==> config.mk <==
export PLATFORM = sky130hd
export DESIGN_NAME = ones_count_sequencer
export DESIGN_NICKNAME = d
export VERILOG_FILES = /design/src/rtl/ones_count_sequencer.sv
export SDC_FILE = /design/constraint.sdc
export NUM_CORES = 1
export LEC_CHECK = 0
export CAP_MARGIN = 20
export CORE_ASPECT_RATIO = 0.6
export CORE_MARGIN = 3
export CORE_UTILIZATION = 49
export DETAILED_ROUTE_END_ITERATION = 12
export MAX_ROUTING_LAYER = met4
export PLACE_DENSITY = 0.76
export RECOVER_POWER = 100
export SLEW_MARGIN = 30
export SYNTH_ARGS = -nofsm -noshare
export SYNTH_HDL_FRONTEND = slang
export SYNTH_SLANG_ARGS = --single-unit
==> constraint.sdc <==
create_clock -name clock_i -period 7 [get_ports clock_i]
set_clock_uncertainty 0.05 [all_clocks]
set_input_delay 1.4 -clock clock_i [delete_from_list [all_inputs] [get_ports clock_i]]
set_output_delay 1.4 -clock clock_i [all_outputs]
set_load 0.05 [all_outputs]
==> src/rtl/ones_count_sequencer.sv <==
// Popcount sequencer: counts ones in a latched vector one chunk per clock, then holds the result for a handshake.
// Optional macro ONES_SEQ_THRESHOLD_EN adds threshold_i / above_threshold_o.
module ones_count_sequencer #(
  parameter  int INPUT_FEATURES = 8,
  parameter  int CHUNKS         = 4,
  localparam int TOTAL          = INPUT_FEATURES * CHUNKS,
  localparam int CW             = $clog2(TOTAL + 1)
) (
  input  logic             clock_i,
  input  logic             reset_ni,
  input  logic             abort_i,
  input  logic             in_valid_i,
  output logic             in_ready_o,
  input  logic [TOTAL-1:0] features_i,
`ifdef ONES_SEQ_THRESHOLD_EN
  input  logic [CW-1:0]    threshold_i,
  output logic             above_threshold_o,
`endif
  output logic             out_valid_o,
  input  logic             out_ready_i,
  output logic [CW-1:0]    count_o,
  output logic             busy_o
);

  // state | meaning
  // IDLE  | waiting for a vector, in_ready_o high
  // COUNT | adding one chunk popcount per edge
  // DONE  | result presented, waiting for out_ready_i
  typedef enum logic [1:0] {IDLE, COUNT, DONE} state_t;

  localparam int IW = (CHUNKS > 1) ? $clog2(CHUNKS) : 1;

  state_t               state_q, state_n;
  logic [IW-1:0]        idx_q, idx_n;
  logic [CW-1:0]        acc_q, acc_n;
  logic [TOTAL-1:0]     feat_q, feat_n;
  logic [CW-1:0]        count_q, count_n;
  logic [INPUT_FEATURES-1:0] chunk;
  logic [CW-1:0]        sum;
`ifdef ONES_SEQ_THRESHOLD_EN
  logic                 above_q, above_n;
`endif

  function automatic logic [CW-1:0] popcount(input logic [INPUT_FEATURES-1:0] v);
    logic [CW-1:0] c;
    c = '0;
    for (int i = 0; i < INPUT_FEATURES; i++) c = c + CW'(v[i]);
    return c;
  endfunction

  assign chunk = feat_q[idx_q*INPUT_FEATURES +: INPUT_FEATURES];
  assign sum   = acc_q + popcount(chunk);

  always_comb begin
    state_n = state_q;
    idx_n   = idx_q;
    acc_n   = acc_q;
    feat_n  = feat_q;
    count_n = count_q;
`ifdef ONES_SEQ_THRESHOLD_EN
    above_n = above_q;
`endif
    if (abort_i) begin
      state_n = IDLE;
      idx_n   = '0;
    end else begin
      case (state_q)
        IDLE: begin
          if (in_valid_i) begin
            feat_n  = features_i;
            acc_n   = '0;
            idx_n   = '0;
            state_n = COUNT;
          end
        end
        COUNT: begin
          acc_n = sum;
          idx_n = idx_q + 1'b1;
          if (idx_q == IW'(CHUNKS - 1)) begin
            state_n = DONE;
            idx_n   = '0;
            count_n = sum;
`ifdef ONES_SEQ_THRESHOLD_EN
            above_n = (sum >= threshold_i);
`endif
          end
        end
        DONE: begin
          if (out_ready_i) state_n = IDLE;
        end
        default: state_n = IDLE;
      endcase
    end
  end

  always_ff @(posedge clock_i or negedge reset_ni) begin
    if (!reset_ni) begin
      state_q <= IDLE;
      idx_q   <= '0;
      acc_q   <= '0;
      feat_q  <= '0;
      count_q <= '0;
`ifdef ONES_SEQ_THRESHOLD_EN
      above_q <= 1'b0;
`endif
    end else begin
      state_q <= state_n;
      idx_q   <= idx_n;
      acc_q   <= acc_n;
      feat_q  <= feat_n;
      count_q <= count_n;
`ifdef ONES_SEQ_THRESHOLD_EN
      above_q <= above_n;
`endif
    end
  end

  assign in_ready_o  = (state_q == IDLE);
  assign out_valid_o = (state_q == DONE);
  assign busy_o      = (state_q != IDLE);
  assign count_o     = count_q;
`ifdef ONES_SEQ_THRESHOLD_EN
  assign above_threshold_o = above_q;
`endif

endmodule

Word-level counts from Yosys, hierarchy flattened. Cells that the tools add are included.

Bits in registers: 48. Input bits: 37. Logic and storage cells: 43.

Add/sub/neg operators: 9. Shifts and indexed selects: 1. Equal/unequal tests: 7. Muxes and demuxes: 11. Reduce and logical (&&, ||, !) cells: 9. Bitwise logic cells: 1.

Operators with widths (number): $shiftx A32 B6 Y8 (1); $mux W2 (7); $add A6 B1 Y6 (2); $pmux W6 S2 (1); $reduce_and A3 Y1 (4); $add A5 B1 Y6 (1); $add A6 B6 Y6 (1); $mux W6 (1); $ne A3 B3 Y1 const B (2); $pmux W2 S3 (1); $add A4 B1 Y5 (1); $add A3 B1 Y4 (1); $eq A2 B2 Y1 const B (2); $pmux W2 S2 (1); $reduce_bool A2 Y1 (2); $add A2 B1 Y3 (1); $ne A3 B2 Y1 const B (1); $reduce_bool A3 Y1 (1); $add A1 B1 Y2 (1); $add A2 B1 Y2 const B (1); $eq A2 B1 Y1 const B (1); $logic_not A2 Y1 (1); $ne A2 B2 Y1 const B (1); $reduce_and A2 Y1 (1); $not A1 Y1 (1).

Depth between registers and ports, before layout. Gate-level depths: netlist (run 1).

Depth in word-level cells: 10. Gate-level depth with buffers: 16.

Least setup slack after synthesis (run 1). OpenSTA, ideal clock, no wires.

Kind: flip-flop to flip-flop. From: register idx_q[0]. To: register acc_q[4]. Cell stages (with the launch flop): 17. Arrival: 3902 ps. Required time: 6868 ps. Slack: 2966 ps. Path through: dfrtp_1 buf_2 mux4_2 inv_1 fa_1 inv_1 fa_1 inv_1 fa_1 inv_1 fa_1 inv_1 fa_1 nand2b_1 a21oi_1 or2_2 a31oi_1.

Word-level cells in the longest chain between the ends: 10.

RTL lines: start, declared (line 34) `logic [IW-1:0] idx_q, idx_n;`; start signal, assigned (line 108) `idx_q <= idx_n;`; $shiftx A32 B6 Y8 (*) (line 51) `assign chunk = feat_q[idx_q*INPUT_FEATURES +: INPUT_FEATURES];`; $add A1 B1 Y2 (line 47) `for (int i = 0; i < INPUT_FEATURES; i++) c = c + CW'(v[i]);`; $add A2 B1 Y3 (line 47); $add A3 B1 Y4 (line 47); $add A4 B1 Y5 (line 47); $add A5 B1 Y6 (line 47); $add A6 B1 Y6 (line 47); $add A6 B1 Y6 (*) (line 47); $add A6 B6 Y6 (*) (line 52) `assign sum = acc_q + popcount(chunk);`; $pmux W6 S2 (*) (line 67) `case (state_q)`; end signal, assigned (line 109) `acc_q <= acc_n;`; end, declared (line 35) `logic [CW-1:0] acc_q, acc_n;`.

Mark *: on every way between the ends. The rest lies on a longest branch, timed or not. A chain may end at the register's enable or synchronous reset.

Worst setup path in the final report (run 1). Same ends and word-level chain as after synthesis.

==> run summary, run 1 <==
highest-delay cell along the critical path -> sky130_fd_sc_hd__dfrtp_1
Port-buffer cells -> 45
Vias -> 1547
most instantiated flip-flop cell in the synthesis netlist -> sky130_fd_sc_hd__dfrtp_1
startpoint kind of the worst setup timing path -> register
post-CTS sizing -> 0
Cell variety after synth -> 33
post-route worst setup slack -> 2.56 ns
number of enable-type register cells in the synthesized netlist -> 0
outcome -> finished, violations left
floorplan die area -> 5750 um2
count of buffering cells on the critical path with inverters included -> 5
Routed Wire Length -> 4.95 mm
number of antenna violations at the first check in global routing -> 0
starting density of the core -> 0.541
CP Data Required Time -> 7.16 ns
layout-stage area growth over the synthesis result -> 25.3%
global-route total usage across every layer -> 0.197
share of the clock period used by the worst path after layout -> 0.635
number of rows created at floorplan -> 18
DRT Pass-1 Iters -> 4
total leakage power -> 1.32 nW
floorplan die height -> 60.0 um
critical path endpoint category -> register
placer congestion estimate -> 0.792
final count of pins violating max slew -> 82
Tmin final -> 4.44 ns
Power per Cell Area -> 354 nW/um2
number of DRC markers in iteration 0 -> 53
VDD IR-drop max -> 0.158 mV
Post-CTS Repair Setup Buffers -> 0
cell count after synthesis -> 175
fraction of final layout cells sized beyond drive strength 1 -> 0.239
maximum number of pins on one net before global-route repair -> 49
floorplan core area -> 4390 um2
WL per Instance -> 17.6 um
clock latency on the worst-skew pair -> 0.30 ns
DR DRC count -> 0
Antenna Nets Post-Route -> 0
Setup Viol. Count Final -> 0
number of buffers added by the clock tree synthesis step -> 5
fmax -> 225 MHz
final-report hold violation count -> 0
Reg2Reg Setup Slack -> 2.56 ns
die width -> 95.9 um
largest area contributor in the synthesized netlist -> sky130_fd_sc_hd__dfrtp_1
vias in the first global route -> 1705
fraction of synthesis flops using an asynchronous set or reset pin -> 1.00
critical path startpoint -> idx_q[0]$_DFFE_PN0P_
actual transition at the worst max-transition pin -> 2.45 ns
Overflow after GRT -> 0
wire length of the first global-routing pass -> 8.14 mm
launch point of the worst hold path -> count_o[4]$_DFFE_PN0P_
critical path class -> register to register
Synthesis Warnings -> 0
CTS H-Tree Depth -> 2
Synth Register Bits -> 48
Reg2Reg Launch Point -> idx_q[0]$_DFFE_PN0P_
cells taking the most area after synthesis -> sky130_fd_sc_hd__dfrtp_1, sky130_fd_sc_hd__mux2_2, sky130_fd_sc_hd__mux4_2, sky130_fd_sc_hd__fa_1, sky130_fd_sc_hd__ha_1
Syn Area/Cell -> 13.6 um2
I/O pin count -> 46
leading post-synthesis cells by instance count -> sky130_fd_sc_hd__dfrtp_1, sky130_fd_sc_hd__mux2_2, sky130_fd_sc_hd__inv_1
worst rel slew slack -> -0.632
Max stage delay on crit path -> 0.75 ns
unrepaired setup endpoints after global routing -> no
hold-fix buffers at CTS -> 0
ratio of routed vias to standard cells -> 5.49
MaxCap Viol Count -> 2
Worst Path Max Fanout -> 11
HPWL Detailed -> 3.65 mm
TritonCTS clock tree -> done
CTS root buf -> sky130_fd_sc_hd__clkbuf_8
Inserted Diodes -> 0
summed instance area of the synthesized netlist -> 2380 um2
arrival time worst endpoint -> 4.60 ns
worst slack after detailed placement -> 2.52 ns
clock-pin slew on the worst setup and hold paths -> 0.09 ns
fraction of synthesized cell area taken by the top area cell type -> 0.505
nets -> 271
final total negative setup slack -> 0 ns
part of the Yosys area used for sequential elements -> 0.505
net count after synthesis -> 224
class of the tightest hold or removal check -> register to register
failing checks -> max-capacitance violations, max-slew violations
CTS Sinks -> 48
leading cell type by number of instances after synthesis -> sky130_fd_sc_hd__dfrtp_1
Clock Tree Buf Depth -> 2
ordered cell list for the critical path -> mux4_2 > inv_1 > fa_1 > inv_1 > fa_1 > inv_1 > fa_1 > inv_1 > fa_1 > inv_1 > fa_1 > nand2b_1 > a21oi_1 > or2_2 > a31oi_1
CP delay by family, top -> adder cells
## where the power goes
group          switching (mW)  internal [mW]
logic                   0.237          0.211
clock network          0.0921          0.141
registers              0.0392          0.334
total                   0.368          0.686
## metal layers
metal  part of all wire  global-route usage  vias up  wire length (um)
met1               0.47               0.253      775              2310
li1                   -                   -      708                 -
met4              0.016              0.0567        0                81
met2               0.46               0.307       51              2270
met5                  0                   -        -                 0
met3              0.060              0.0579       13               296
## worst register-to-register path, stage by stage (launching register included)
cell                       delay (ns)
sky130_fd_sc_hd__dfrtp_1         0.75
sky130_fd_sc_hd__mux4_2          0.34
sky130_fd_sc_hd__inv_1           0.05
sky130_fd_sc_hd__fa_1            0.49
sky130_fd_sc_hd__inv_1           0.05
sky130_fd_sc_hd__fa_1            0.53
sky130_fd_sc_hd__inv_1           0.06
sky130_fd_sc_hd__fa_1            0.54
sky130_fd_sc_hd__inv_1           0.06
sky130_fd_sc_hd__fa_1            0.44
sky130_fd_sc_hd__inv_1           0.10
sky130_fd_sc_hd__fa_1            0.21
sky130_fd_sc_hd__nand2b_1        0.11
sky130_fd_sc_hd__a21oi_1         0.11
sky130_fd_sc_hd__or2_2           0.30
sky130_fd_sc_hd__a31oi_1         0.17
## cell usage in the layout, fill, tap and decap left out, types with 3 or more instances in the layout
master and count:
sky130_fd_sc_hd__o21ai_0 6, sky130_fd_sc_hd__fa_1 5, sky130_fd_sc_hd__clkbuf_8 5, sky130_fd_sc_hd__clkdlybuf4s50_1 33
sky130_fd_sc_hd__mux2_2 33, sky130_fd_sc_hd__dfrtp_1 48, sky130_fd_sc_hd__inv_1 13, sky130_fd_sc_hd__ha_1 7
sky130_fd_sc_hd__nand2b_1 3, sky130_fd_sc_hd__nor2_1 5, sky130_fd_sc_hd__nand2_1 10, sky130_fd_sc_hd__mux4_2 8
sky130_fd_sc_hd__dlygate4sd3_1 11, sky130_fd_sc_hd__a21oi_1 3
## flip-flops by register name, summed over array words and instances, names as in the netlist
signal	flops
acc_q	6
feat_q	32
state_q	2
count_o	6
idx_q	2
## layout make-up
| type | instances | area, um2 |
|---|---|---|
| clock buffer | 5 | 68.8 |
| clock inverter | 2 | 60.1 |
| fill | 328 | 1410 |
| inverter | 14 | 52.6 |
| multi-input combinational | 107 | 1070 |
| sequential | 48 | 1200 |
| tap | 60 | 75.1 |
| timing repair buffer | 46 | 448 |
## per-stage QoR
step	util	power, mW	cells	hold WS, ns	instance area [um2]
floorplan	-	0.675	175	0.400	2380
global placement	0.651	0.782	275	0.416	2860
detailed placement	0.652	0.822	275	0.424	2860
CTS	0.681	1.06	282	0.456	2990
global route	0.678	1.12	282	0.463	2980
finish	0.678	1.05	282	0.445	2980
## worst paths after layout
kind,end,cells past startpoint
max in group asynchronous,feat_q[28]$_DFFE_PN0P_,1
min in group asynchronous,feat_q[17]$_DFFE_PN0P_,1
max reg2reg,acc_q[4]$_DFFE_PN0P_,15
max,acc_q[4]$_DFFE_PN0P_,15
min,count_o[4]$_DFFE_PN0P_,2
min reg2reg,count_o[4]$_DFFE_PN0P_,2
## cells by family (layout without fill, tap and decap cells)
group / count (synthesis) / count (layout) / synth area share
flip-flops: 48 / 48 / 0.505
multiplexers: 42 / 42 / 0.237
AND/OR/NAND/NOR: 29 / 29 / 0.0668
AO/OA/AOI/OAI: 20 / 20 / 0.0558
buffers and inverters: 20 / 67 / 0.0416
adder cells (fa/ha/maj): 12 / 12 / 0.0789
XOR/XNOR: 4 / 4 / 0.0147
No activity file was read; power rests on OpenSTA's default activity.
==> run 2, diff against run 1 <==
==> constraint.sdc (replaced) <==
create_clock -name clock_i -period 4.6 [get_ports clock_i]
set_clock_uncertainty 0.05 [all_clocks]
set_input_delay 0.92 -clock clock_i [delete_from_list [all_inputs] [get_ports clock_i]]
set_output_delay 0.92 -clock clock_i [all_outputs]
set_load 0.05 [all_outputs]
==> run 2 against run 1 <==
Compared with the run above: largest power group unchanged; non-clock buffer count up 2; combinational power increased by 49%; register-to-register slack worse by 2.2 ns; sequential share of layout area is 0.085 points higher; first-iteration DRC count down 19%; wire length shrank 8.9%; the run still ends with max-capacitance violations, max-slew violations left; sequential power up 51%; via count is 3.0% lower; worst setup slack worse by 2.2 ns.
==> run summary, run 2 (same netlist as run 1, synthesis figures left out) <==
wire length of the first global-routing pass -> 7.66 mm (was 8.14 mm)
register containing the most flip-flops in the final layout -> feat_q (unchanged)
CTS H-Tree Depth -> 2 (unchanged)
clock-pin slew on the worst setup and hold paths -> 0.08 ns (was 0.09 ns)
amount of wire on met2 after detailed routing -> 2.04 mm (was 2.27 mm)
floorplan core area -> 4390 um2 (unchanged)
floorplan die height -> 60.0 um (unchanged)
flip-flop count of the largest register, all copies and words added -> 32 (unchanged)
placer congestion estimate -> 0.761 (was 0.792)
final-report hold violation count -> 0 (unchanged)
Worst Path Max Fanout -> 8 (was 11)
die width -> 95.9 um (unchanged)
cell area after placement -> 2880 um2 (was 2860 um2)
CP Data Required Time -> 4.76 ns (was 7.16 ns)
critical path class -> register to register (unchanged)
HPWL Detailed -> 3.52 mm (was 3.65 mm)
outcome -> finished, violations left (unchanged)
number of rows created at floorplan -> 18 (unchanged)
TritonCTS clock tree -> done (unchanged)
unrepaired setup endpoints after global routing -> no (unchanged)
commonest non-fill, non-tap cell in the layout -> sky130_fd_sc_hd__dfrtp_1 (unchanged)
DRT Pass-1 Iters -> 6 (was 4)
wire length on met3 -> 298 um (was 296 um)
hold-fix buffers at CTS -> 0 (unchanged)
VDD IR-drop max -> 0.181 mV (was 0.158 mV)
class of the tightest hold or removal check -> register to register (unchanged)
Max stage delay on crit path -> 0.54 ns (was 0.75 ns)
ratio of routed vias to standard cells -> 5.26 (was 5.49)
final core utilization -> 0.677 (was 0.678)
most frequent cells in the layout -> sky130_fd_sc_hd__dfrtp_1, sky130_fd_sc_hd__mux2_2, sky130_fd_sc_hd__clkdlybuf4s50_1, sky130_fd_sc_hd__inv_1, sky130_fd_sc_hd__dlygate4sd3_1 (unchanged)
total leakage power -> 1.32 nW (about the same)
highest-delay cell along the critical path -> sky130_fd_sc_hd__fa_1 (was sky130_fd_sc_hd__dfrtp_1)
global-route total usage across every layer -> 0.183 (was 0.197)
number of antenna violations at the first check in global routing -> 0 (unchanged)
total of fill cells in the finished design -> 311 (was 328)
CP delay by family, top -> adder cells (unchanged)
worst slack after detailed placement -> 0.354 ns (was 2.52 ns)
worst rel slew slack -> -0.619 (was -0.632)
I/O pin count -> 46 (unchanged)
critical path endpoint category -> register (unchanged)
MaxCap Viol Count -> 2 (unchanged)
clock latency on the worst-skew pair -> 0.29 ns (was 0.30 ns)
floorplan die area -> 5750 um2 (unchanged)
WL per Instance -> 15.8 um (was 17.6 um)
multi-input combinational cell area -> 1070 um2 (unchanged)
combined flip-flop and latch cell area -> 1200 um2 (unchanged)
vias in the first global route -> 1586 (was 1705)
Port-buffer cells -> 45 (unchanged)
number of buffers added by the clock tree synthesis step -> 5 (unchanged)
Antenna Nets Post-Route -> 0 (unchanged)
Setup Viol. Count Final -> 0 (unchanged)
share of the clock period used by the worst path after layout -> 0.922 (was 0.635)
post-route worst setup slack -> 0.361 ns (was 2.56 ns)
Met1 Wirelength -> 2.14 mm (was 2.31 mm)
DR DRC count -> 0 (unchanged)
Inserted Diodes -> 0 (unchanged)
CTS Sinks -> 48 (unchanged)
post-CTS sizing -> 0 (unchanged)
number of DRC markers in iteration 0 -> 43 (was 53)
area of all placed cells without fillers -> 2970 um2 (was 2980 um2)
final total negative setup slack -> 0 ns (unchanged)
actual transition at the worst max-transition pin -> 2.43 ns (was 2.45 ns)
ordered cell list for the critical path -> mux4_2 > inv_1 > fa_1 > inv_1 > fa_1 > inv_1 > fa_1 > inv_1 > fa_1 > inv_1 > fa_1 > nand2b_1 > a21oi_1 > or2_2 > a31oi_1 (unchanged)
Vias -> 1500 (was 1547)
final count of pins violating max slew -> 83 (was 82)
count of buffering cells on the critical path with inverters included -> 5 (unchanged)
Post-CTS Repair Setup Buffers -> 0 (unchanged)
Routed Wire Length -> 4.51 mm (was 4.95 mm)
Power per Cell Area -> 514 nW/um2 (was 354 nW/um2)
nets -> 273 (was 271)
fraction of final layout cells sized beyond drive strength 1 -> 0.244 (was 0.239)
fmax -> 236 MHz (was 225 MHz)
Clock Tree Buf Depth -> 2 (unchanged)
failing checks -> max-capacitance violations, max-slew violations (unchanged)
startpoint kind of the worst setup timing path -> register (unchanged)
arrival time worst endpoint -> 4.40 ns (was 4.60 ns)
layout-stage area growth over the synthesis result -> 25.0% (was 25.3%)
Overflow after GRT -> 0 (unchanged)
CTS root buf -> sky130_fd_sc_hd__clkbuf_8 (unchanged)
highest signal layer in the routed design -> met4 (unchanged)
maximum number of pins on one net before global-route repair -> 49 (unchanged)
Tmin final -> 4.24 ns (was 4.44 ns)
overall power consumption -> 1.53 mW (was 1.05 mW)
starting density of the core -> 0.541 (unchanged)
==> run 2: cell count changes in the layout (fill, tap and decap cells not counted), sizes merged <==
| cell | change |
|---|---|
| buf | +2 |
| clkbuf | +1 |
| bufinv | -1 |
| clkinv | +1 |
==> run 2: area by class of cell <==
type | count | area share
clock buffer | 6 | 0.0244
clock inverter | 2 | 0.0118
timing repair buffer | 48 | 0.156
sequential | 48 | 0.404
multi-input combinational | 107 | 0.361
tap | 60 | 0.0253
inverter | 14 | 0.0177
==> run 2: metal layers <==
| layer | vias up | global-route usage |
|---|---|---|
| met3 | 4 | 0.0491 |
| met1 | 742 | 0.256 |
| li1 | 710 | - |
| met5 | - | - |
| met4 | 0 | 0.0405 |
| met2 | 44 | 0.269 |
==> run 2: worst reg2reg max path, cell delays in order, from the launching register on <==
cell	delay, ns
sky130_fd_sc_hd__dfrtp_1	0.52
sky130_fd_sc_hd__mux4_2	0.39
sky130_fd_sc_hd__inv_1	0.05
sky130_fd_sc_hd__fa_1	0.50
sky130_fd_sc_hd__inv_1	0.06
sky130_fd_sc_hd__fa_1	0.54
sky130_fd_sc_hd__inv_1	0.06
sky130_fd_sc_hd__fa_1	0.53
sky130_fd_sc_hd__inv_1	0.06
sky130_fd_sc_hd__fa_1	0.43
sky130_fd_sc_hd__inv_1	0.09
sky130_fd_sc_hd__fa_1	0.20
sky130_fd_sc_hd__nand2b_1	0.12
sky130_fd_sc_hd__a21oi_1	0.12
sky130_fd_sc_hd__or2_2	0.29
sky130_fd_sc_hd__a31oi_1	0.16
==> run 2: path summary, 6_finish.rpt <==
path                       depth (start not counted)                    from                      to  slack [ns]
hold / removal                                     2  count_o[4]$_DFFE_PN0P_  count_o[4]$_DFFE_PN0P_        0.43
setup / recovery                                  15    idx_q[0]$_DFFE_PN0P_    acc_q[4]$_DFFE_PN0P_        0.36
setup reg to reg                                  15    idx_q[0]$_DFFE_PN0P_    acc_q[4]$_DFFE_PN0P_        0.36
max in group asynchronous                          1                reset_ni  feat_q[20]$_DFFE_PN0P_        1.81
min in group asynchronous                          1                reset_ni   feat_q[9]$_DFFE_PN0P_        1.31
hold reg to reg                                    2  count_o[4]$_DFFE_PN0P_  count_o[4]$_DFFE_PN0P_        0.43
==> run 2: report_power, final <==
group | switching (mW) | leakage (nW) | internal (mW)
Combinational | 0.348 | 0.674 | 0.319
Clock | 0.134 | 0.0552 | 0.161
Sequential | 0.0546 | 0.595 | 0.509
Total | 0.537 | 1.32 | 0.989
==> run 2: metrics by stage <==
stage	std cells	hold slack (ns)
finish	285	0.432
global route	285	0.463
CTS	285	0.442
detailed placement	277	0.424
global placement	277	0.415
floorplan	175	0.400
